==> src/rtl/btn_sw_pkg.sv <==
// Shared constants and state encoding for the button/switch input conditioner.
package btn_sw_pkg;

  localparam int DEBOUNCE_CYCLES_DEFAULT = 1000000;
  localparam int LONG_CYCLES_DEFAULT     = 100000000;
  localparam int DEBOUNCE_CYCLES_SIM     = 8;

  typedef enum logic {
    ST_STABLE   = 1'b0,
    ST_SETTLING = 1'b1
  } deb_state_e;

endpackage

==> src/rtl/debounce_chan.sv <==
// One conditioned input: 2-flop synchroniser, debounce FSM/counter, registered edge pulses.
module debounce_chan
  import btn_sw_pkg::*;
#(
  parameter int DEBOUNCE_CYCLES = DEBOUNCE_CYCLES_DEFAULT
) (
  input  logic       clk,
  input  logic       rst,
  input  logic       pin,
  output logic       level,
  output logic       rise,
  output logic       fall,
  output deb_state_e state_dbg
);

  localparam int CW = $clog2(DEBOUNCE_CYCLES);
  localparam logic [CW-1:0] CNT_LAST = CW'(DEBOUNCE_CYCLES - 1);
  localparam logic [CW-1:0] CNT_ONE  = CW'(1);

  logic          sync1, sync2;
  deb_state_e    state, state_nx;
  logic [CW-1:0] cnt, cnt_nx;
  logic          level_nx, rise_nx, fall_nx;

  always_ff @(posedge clk) begin
    if (rst) begin
      sync1 <= 1'b0;
      sync2 <= 1'b0;
      state <= ST_STABLE;
      cnt   <= '0;
      level <= 1'b0;
      rise  <= 1'b0;
      fall  <= 1'b0;
    end else begin
      sync1 <= pin;
      sync2 <= sync1;
      state <= state_nx;
      cnt   <= cnt_nx;
      level <= level_nx;
      rise  <= rise_nx;
      fall  <= fall_nx;
    end
  end

  // The count holds how many consecutive cycles sync2 has disagreed with level.
  always_comb begin
    state_nx = state;
    cnt_nx   = cnt;
    level_nx = level;
    rise_nx  = 1'b0;
    fall_nx  = 1'b0;
    case (state)
      ST_STABLE: begin
        cnt_nx = '0;
        if (sync2 != level) begin
          state_nx = ST_SETTLING;
          cnt_nx   = CNT_ONE;
        end
      end
      ST_SETTLING: begin
        if (sync2 == level) begin
          state_nx = ST_STABLE;
          cnt_nx   = '0;
        end else if (cnt == CNT_LAST) begin
          state_nx = ST_STABLE;
          cnt_nx   = '0;
          level_nx = sync2;
          rise_nx  = sync2;
          fall_nx  = ~sync2;
        end else begin
          cnt_nx = cnt + 1'b1;
        end
      end
      default: begin
        state_nx = ST_STABLE;
        cnt_nx   = '0;
      end
    endcase
  end

  assign state_dbg = state;

endmodule

==> src/rtl/btn_sw_conditioner.sv <==
// Conditions raw BTN/SW pins into debounced levels and single-cycle edge pulses.
// Define BTN_LONG_PRESS_EN to add per-button long-press pulses on o_btn_long.
module btn_sw_conditioner
  import btn_sw_pkg::*;
#(
  parameter int N_BTN           = 4,
  parameter int N_SW            = 4,
  parameter int DEBOUNCE_CYCLES = DEBOUNCE_CYCLES_DEFAULT,
  parameter int LONG_CYCLES     = LONG_CYCLES_DEFAULT
) (
  input  logic             i_CLK100MHZ,
  input  logic             i_rst,
  input  logic [N_BTN-1:0] i_btn,
  input  logic [N_SW-1:0]  i_sw,
  output logic [N_BTN-1:0] o_btn_level,
  output logic [N_BTN-1:0] o_btn_press,
  output logic [N_BTN-1:0] o_btn_release,
  output logic [N_BTN-1:0] o_btn_long,
  output logic [N_SW-1:0]  o_sw_level,
  output logic [N_SW-1:0]  o_sw_change
);

  localparam int N_CH = N_BTN + N_SW;

  if (DEBOUNCE_CYCLES < 2 || DEBOUNCE_CYCLES > 16777215) begin : g_bad_debounce
    $error("DEBOUNCE_CYCLES must lie in 2 .. 2^24-1");
  end
  if (LONG_CYCLES < 2) begin : g_bad_long
    $error("LONG_CYCLES must be at least 2");
  end

  // Buttons occupy the low channels, switches the high ones.
  logic [N_CH-1:0] chan_pin;
  logic [N_CH-1:0] chan_level;
  logic [N_CH-1:0] chan_rise;
  logic [N_CH-1:0] chan_fall;
  logic [N_CH-1:0] chan_state_unused;

  assign chan_pin = {i_sw, i_btn};

  for (genvar i = 0; i < N_CH; i++) begin : g_chan
    debounce_chan #(
      .DEBOUNCE_CYCLES(DEBOUNCE_CYCLES)
    ) u_chan (
      .clk      (i_CLK100MHZ),
      .rst      (i_rst),
      .pin      (chan_pin[i]),
      .level    (chan_level[i]),
      .rise     (chan_rise[i]),
      .fall     (chan_fall[i]),
      .state_dbg(chan_state_unused[i])
    );
  end

  assign o_btn_level   = chan_level[N_BTN-1:0];
  assign o_btn_press   = chan_rise[N_BTN-1:0];
  assign o_btn_release = chan_fall[N_BTN-1:0];
  assign o_sw_level    = chan_level[N_CH-1:N_BTN];
  assign o_sw_change   = chan_rise[N_CH-1:N_BTN] | chan_fall[N_CH-1:N_BTN];

`ifdef BTN_LONG_PRESS_EN
  localparam int LW = $clog2(LONG_CYCLES);
  localparam logic [LW-1:0] HOLD_LAST = LW'(LONG_CYCLES - 1);

  logic [LW-1:0]    hold_cnt [N_BTN];
  logic [N_BTN-1:0] long_fired;
  logic [N_BTN-1:0] long_q;

  // Counter parks at LONG_CYCLES-1; long_fired blocks repeats until release.
  always_ff @(posedge i_CLK100MHZ) begin
    if (i_rst) begin
      for (int b = 0; b < N_BTN; b++) hold_cnt[b] <= '0;
      long_fired <= '0;
      long_q     <= '0;
    end else begin
      for (int b = 0; b < N_BTN; b++) begin
        if (!o_btn_level[b]) begin
          hold_cnt[b]   <= '0;
          long_fired[b] <= 1'b0;
          long_q[b]     <= 1'b0;
        end else begin
          if (hold_cnt[b] != HOLD_LAST) hold_cnt[b] <= hold_cnt[b] + 1'b1;
          long_q[b] <= (hold_cnt[b] == HOLD_LAST) && !long_fired[b];
          if (hold_cnt[b] == HOLD_LAST) long_fired[b] <= 1'b1;
        end
      end
    end
  end

  assign o_btn_long = long_q;
`else
  assign o_btn_long = '0;
`endif

endmodule
==> config.mk <==
export PLATFORM = sky130hd
export DESIGN_NAME = btn_sw_conditioner
export DESIGN_NICKNAME = d
export VERILOG_FILES = /design/src/rtl/btn_sw_pkg.sv /design/src/rtl/debounce_chan.sv /design/src/rtl/btn_sw_conditioner.sv
export SDC_FILE = /design/constraint.sdc
export NUM_CORES = 1
export LEC_CHECK = 0
export BUFFER_PORTS_ARGS = -buffer_cell sky130_fd_sc_hd__buf_2
export CAP_MARGIN = 40
export CORE_ASPECT_RATIO = 1.5
export CORE_MARGIN = 1.5
export CORE_UTILIZATION = 60
export CTS_CLUSTER_SIZE = 14
export DETAILED_ROUTE_END_ITERATION = 12
export GPL_TIMING_DRIVEN = 0
export PLACE_DENSITY_LB_ADDON = 0.15
export SETUP_SLACK_MARGIN = 0.1
export SYNTH_ARGS = -nofsm -noshare
export SYNTH_HDL_FRONTEND = slang
export SYNTH_SLANG_ARGS = --single-unit
==> constraint.sdc <==
create_clock -name i_CLK100MHZ -period 3 [get_ports i_CLK100MHZ]
set_clock_uncertainty 0.05 [all_clocks]
set_input_delay 0.45 -clock i_CLK100MHZ [delete_from_list [all_inputs] [get_ports i_CLK100MHZ]]
set_output_delay 0.45 -clock i_CLK100MHZ [all_outputs]
set_load 0.01 [all_outputs]
== Word-level counts from Yosys, hierarchy flattened ==
Index checks and enable logic that the tools add are counted.

* $add $sub $neg: 8
* Eq/ne operators: 24
* Multiplexer cells: 64
* Bitwise logic cells: 33
* Reductions and logical operators: 16

{| class="wikitable"
|+ Operators by type and width
! kind !! count
|-
| $mux W20 || 16
|-
| $pmux W20 S2 || 8
|-
| $add A20 B1 Y20 const B || 8
|-
| $eq A20 B20 Y1 const B || 8
|-
| $mux W1 || 32
|-
| $not A1 Y1 || 32
|-
| $reduce_or A4 Y1 || 8
|-
| $reduce_and A3 Y1 || 8
|-
| $pmux W1 S2 || 8
|-
| $eq A1 B1 Y1 || 8
|-
| $ne A1 B1 Y1 || 8
|-
| $or A4 B4 Y4 || 1
|}

* Flip-flop bits (word level): 208
* Input bits: 10

== Logic depth before layout (Yosys ltp) ==
* Word-level depth: 4
* Mapped depth: 7
* Gate-level depth less buffers: 5

== Cells and area by module ==
From an unflattened synthesis, not the netlist that was laid out.

* Cells, all modules: 1012
* Area total of the unflattened synthesis: 9167.5 sq um

{| class="wikitable"
|+ By module, submodules not included
! module !! times used !! cells each !! area an instance (sq um)
|-
| debounce_chan at g_chan[0].u_chan ... || 7 || 124 || 1123.6
|-
| debounce_chan at g_chan[7].u_chan || 1 || 127 || 1183.6
|-
| btn_sw_conditioner || 1 || 17 || 118.9
|}

== Worst setup path after synthesis ==
OpenSTA, ideal clock, no wires.

* Path type: reg2reg
* From: reg g_chan[7].u_chan.cnt[11]
* To: reg g_chan[7].u_chan.cnt[10]
* Arrival time: 1890 ps
* Required time: 2835 ps
* Slack: 945 ps
* Cell stages (with the launch flop): 6
* Period minus slack after synthesis: 2055 ps
* Path through: dfxtp_1 > or4b_2 > or4_4 > o21ai_4 > buf_6 > nor2_1

* Word-level cells in the longest chain between the ends: 4

{| class="wikitable"
|+ Ends and longest elaborated chain
! item !! line !! source
|-
| start, declared || debounce_chan.sv:22 || <nowiki>logic [CW-1:0] cnt, cnt_nx;</nowiki>
|-
| start signal, assigned || debounce_chan.sv:38 || <nowiki>cnt <= cnt_nx;</nowiki>
|-
| $eq A20 B20 Y1 || debounce_chan.sv:64 || <nowiki>end else if (cnt == CNT_LAST) begin</nowiki>
|-
| $mux W20 || debounce_chan.sv:64 ||
|-
| $mux W20 || debounce_chan.sv:61 || <nowiki>if (sync2 == level) begin</nowiki>
|-
| $pmux W20 S2 || debounce_chan.sv:52 || <nowiki>case (state)</nowiki>
|}

No other way between the ends.
A chain may end at the register's enable or synchronous reset.

== Final worst setup path ==
* From: reg g_chan[5].u_chan.cnt[0]
* To: reg g_chan[5].u_chan.cnt[5]

* Word-level cells in the longest chain between the ends: 4

{| class="wikitable"
|+ Ends and longest elaborated chain
! item !! line
|-
| start, declared || debounce_chan.sv:22
|-
| start signal, assigned || debounce_chan.sv:38
|-
| $add A20 B1 Y20 / $eq A20 B20 Y1 (equally long branches) || debounce_chan.sv:71, debounce_chan.sv:64
|-
| $mux W20 (*) || debounce_chan.sv:64
|-
| $mux W20 (*) || debounce_chan.sv:61
|-
| $pmux W20 S2 (*) || debounce_chan.sv:52
|}

Mark *: on every way between the ends. The rest lies on a longest branch, timed or not.

==> results.json <==
{
  "outcome": "complete, no violations",
  "setup_violations": 0,
  "die_w_um": 104,
  "hold_viol_final": 0,
  "clk_path_buf_depth": 3,
  "grt_setup_unrepaired": "false",
  "cp.arrival_ps": 2700,
  "power.density_nw_per_um2": 528,
  "fill_cells": 1318,
  "drv_cap": 0,
  "fin_crit_ps": 2380,
  "ant_nets": 0,
  "gp_congestion": 0.815,
  "drtIter0Drc": 288,
  "critPathTopFamily": "compound AO/OA/AOI/OAI gates",
  "fp.dieH_um": 154,
  "synth_edf_count": 0,
  "async_flop_share_pct": 0,
  "grt_max_degree": 15,
  "cp-start-kind": "flip-flop",
  "final_common_cell": "dfxtp_1",
  "final_core_util_pct": 67.9,
  "overflow": 0,
  "seq_area_um2": 4160,
  "cts_tree": "built",
  "final_cell_mix": "208 x dfxtp_1, 123 x nor2_1, 58 x a21oi_1",
  "leakage_nw": 3.23,
  "vias": 7238,
  "slew_violations": 0,
  "multi_input_area_um2": 4490,
  "firstDrtPassIters": 5,
  "grt_pass1_wl_um": 30000,
  "cp_cell_sequence": "ha_1, clkbuf_1, nand4_1, o2111ai_1, buf_2, nor2_1",
  "synth_area_per_cell_um2": 8.79,
  "drive_above_1_share_pct": 11.0,
  "synth_area_um2": 9110,
  "critPathCaptureType": "flip-flop",
  "critical_path_class": "flip-flop to flip-flop",
  "clk_pin_slew_ps": 60,
  "switchingPower_mw": 1.06,
  "cts_max_level": 1,
  "dieArea_um2": 16000,
  "cts_hold_buf": 0,
  "hp-class": "input port to flip-flop",
  "antenna_cells": 0,
  "cpMaxStageDelayCell": "o2111ai_1",
  "cts_setup_buffers": 0,
  "seq_area_frac_synth_pct": 45.7,
  "hpwl_um": 12100,
  "ir_drop_mv": 0.502,
  "core-area_um2": 15000,
  "cts_sinks": 208,
  "ys_types": 55,
  "ys.flop_type": "dfxtp_1",
  "rows": 55,
  "antenna_found_initial": 0,
  "internal_power_mw": 4.32,
  "p_sw_share_pct": 19.8,
  "required_ps": 3330,
  "fmax_mhz": 421,
  "avgRoutedWirePerCell_um": 13.1,
  "critPathMaxStageDelay_ps": 730,
  "initial_utilization_pct": 60.8,
  "track_usage_pct": 21.7,
  "grt_pass1_vias": 6953,
  "comb_power_share_pct": 1.0,
  "final_nets": 1109,
  "ys_ff_latch": 208,
  "area.growth.synth_to_final_pct": 11.8,
  "wl_um": 17100,
  "crit_buf_inv": 2,
  "cts_resized": 0,
  "worstPathMaxFanout": 10,
  "reg2reg_slack_ps": 620,
  "drc": 0,
  "via_per_inst": 5.55,
  "place.port_buffers": 29,
  "fin_crit_sh_pct": 79.2,
  "synth_cells": 1037,
  "clock_latency_ps": 490,
  "clkPwrFrac_pct": 47.2,
  "clock-root-buffer": "clkbuf_16",
  "p_seq_share_pct": 51.8,
  "cts_buffers": 20,
  "fin_tns_setup_ps": 0,
  "ios": 34,
  "worstMarginPinSlew_ps": 820,
  "slew_headroom_pct": 45.3,
  "ys.warnings.count": 0,
  "hold_slack_ps": 125
}
==> cells by family (layout without fill, tap and decap cells) <==
kind of cell,Yosys count,in the layout,synth area share (%)
simple gates,490,490,29.4
mux,3,3,0.330
fa+ha+maj,8,8,1.10
buf+inv,96,161,5.15
xor+xnor,102,102,9.80
other cells,1,4,0.0411
compound gates,129,129,8.47
flops,208,208,45.7
==> area by class of cell <==
class	instances	area share (%)
Inverter	47	1.73
Multi-Input combinational cell	736	44.1
Tap cell	199	2.44
Timing Repair Buffer	29	1.42
Buffer	49	2.87
Clock buffer	32	6.15
Clock inverter	4	0.442
Sequential cell	208	40.9
==> state kept, by name, summed over array words and instances (netlist names) <==
name,flops
g_chan.u_chan.rise,8
g_chan.u_chan.fall,8
g_chan.u_chan.state_dbg,8
g_chan.u_chan.cnt,160
g_chan.u_chan.level,8
g_chan.u_chan.sync1,8
g_chan.u_chan.sync2,8
==> Yosys cell counts, types with 3 or more instances <==
cell type  instances  area [um^2]
dfxtp_1          208         4160
nor2_1           123          462
a21oi_1           58          290
nand3_1           56          280
xnor2_1           55          482
nand2_1           53          199
inv_1             47          176
xor2_1            47          412
nand4_1           42          263
or3_1             40          250
o21ai_0           33          165
or4_1             29          218
nor3_1            28          140
buf_4             22          165
nor2b_1           19          119
o31ai_1           19          143
nor4_1            18          113
and3_1            15         93.8
clkbuf_1          15         56.3
or2_2             13         81.3
and2_1            10         62.6
and4_1            10         87.6
nor4b_1            9         78.8
buf_2              8         40.0
ha_1               8          100
a211oi_1           5         37.5
nand2b_1           5         31.3
nor4bb_1           4         40.0
mux2i_1            3         30.0
o211ai_2           3         37.5
==> routing by layer <==
metal	wire length [um]	track usage [%]	up-vias	share of wire (%)
met4	356	6.55	0	2.1
met3	492	3.22	25	2.9
met5	0	0	-	0
met1	7570	25.4	3375	44
li1	-	-	3749	-
met2	8650	40.6	89	51
==> per-stage QoR <==
stage / instances / setup WS [ps] / instance area [um^2] / total power [mW]
finish: 1304 / 624 / 10200 / 5.38
global route: 1304 / 395 / 10200 / 5.55
CTS: 1304 / 586 / 10200 / 5.45
detailed placement: 1268 / 608 / 9520 / 2.90
global placement: 1268 / 603 / 9520 / 2.90
floorplan: 1040 / 945 / 9130 / 2.88
==> power by group through the flow <==
stage               sequential, mW  combinational, mW  clock [mW]
CTS                           2.79             0.0522        2.61
global placement              2.85             0.0512           0
floorplan                     2.85             0.0367           0
detailed placement            2.85             0.0517           0
global route                  2.79             0.0589        2.71
finish                        2.79             0.0516        2.54
==> worst paths after layout <==
check                                              from                      end  cells after the start
worst min-delay path                            i_sw[1]   g_chan[5].u_chan.sync1                      2
worst min register to register   g_chan[6].u_chan.sync1   g_chan[6].u_chan.sync2                      1
worst max-delay path            g_chan[5].u_chan.cnt[0]  g_chan[5].u_chan.cnt[5]                      6
worst max register to register  g_chan[5].u_chan.cnt[0]  g_chan[5].u_chan.cnt[5]                      6
Power figures use the tool's default switching activity.
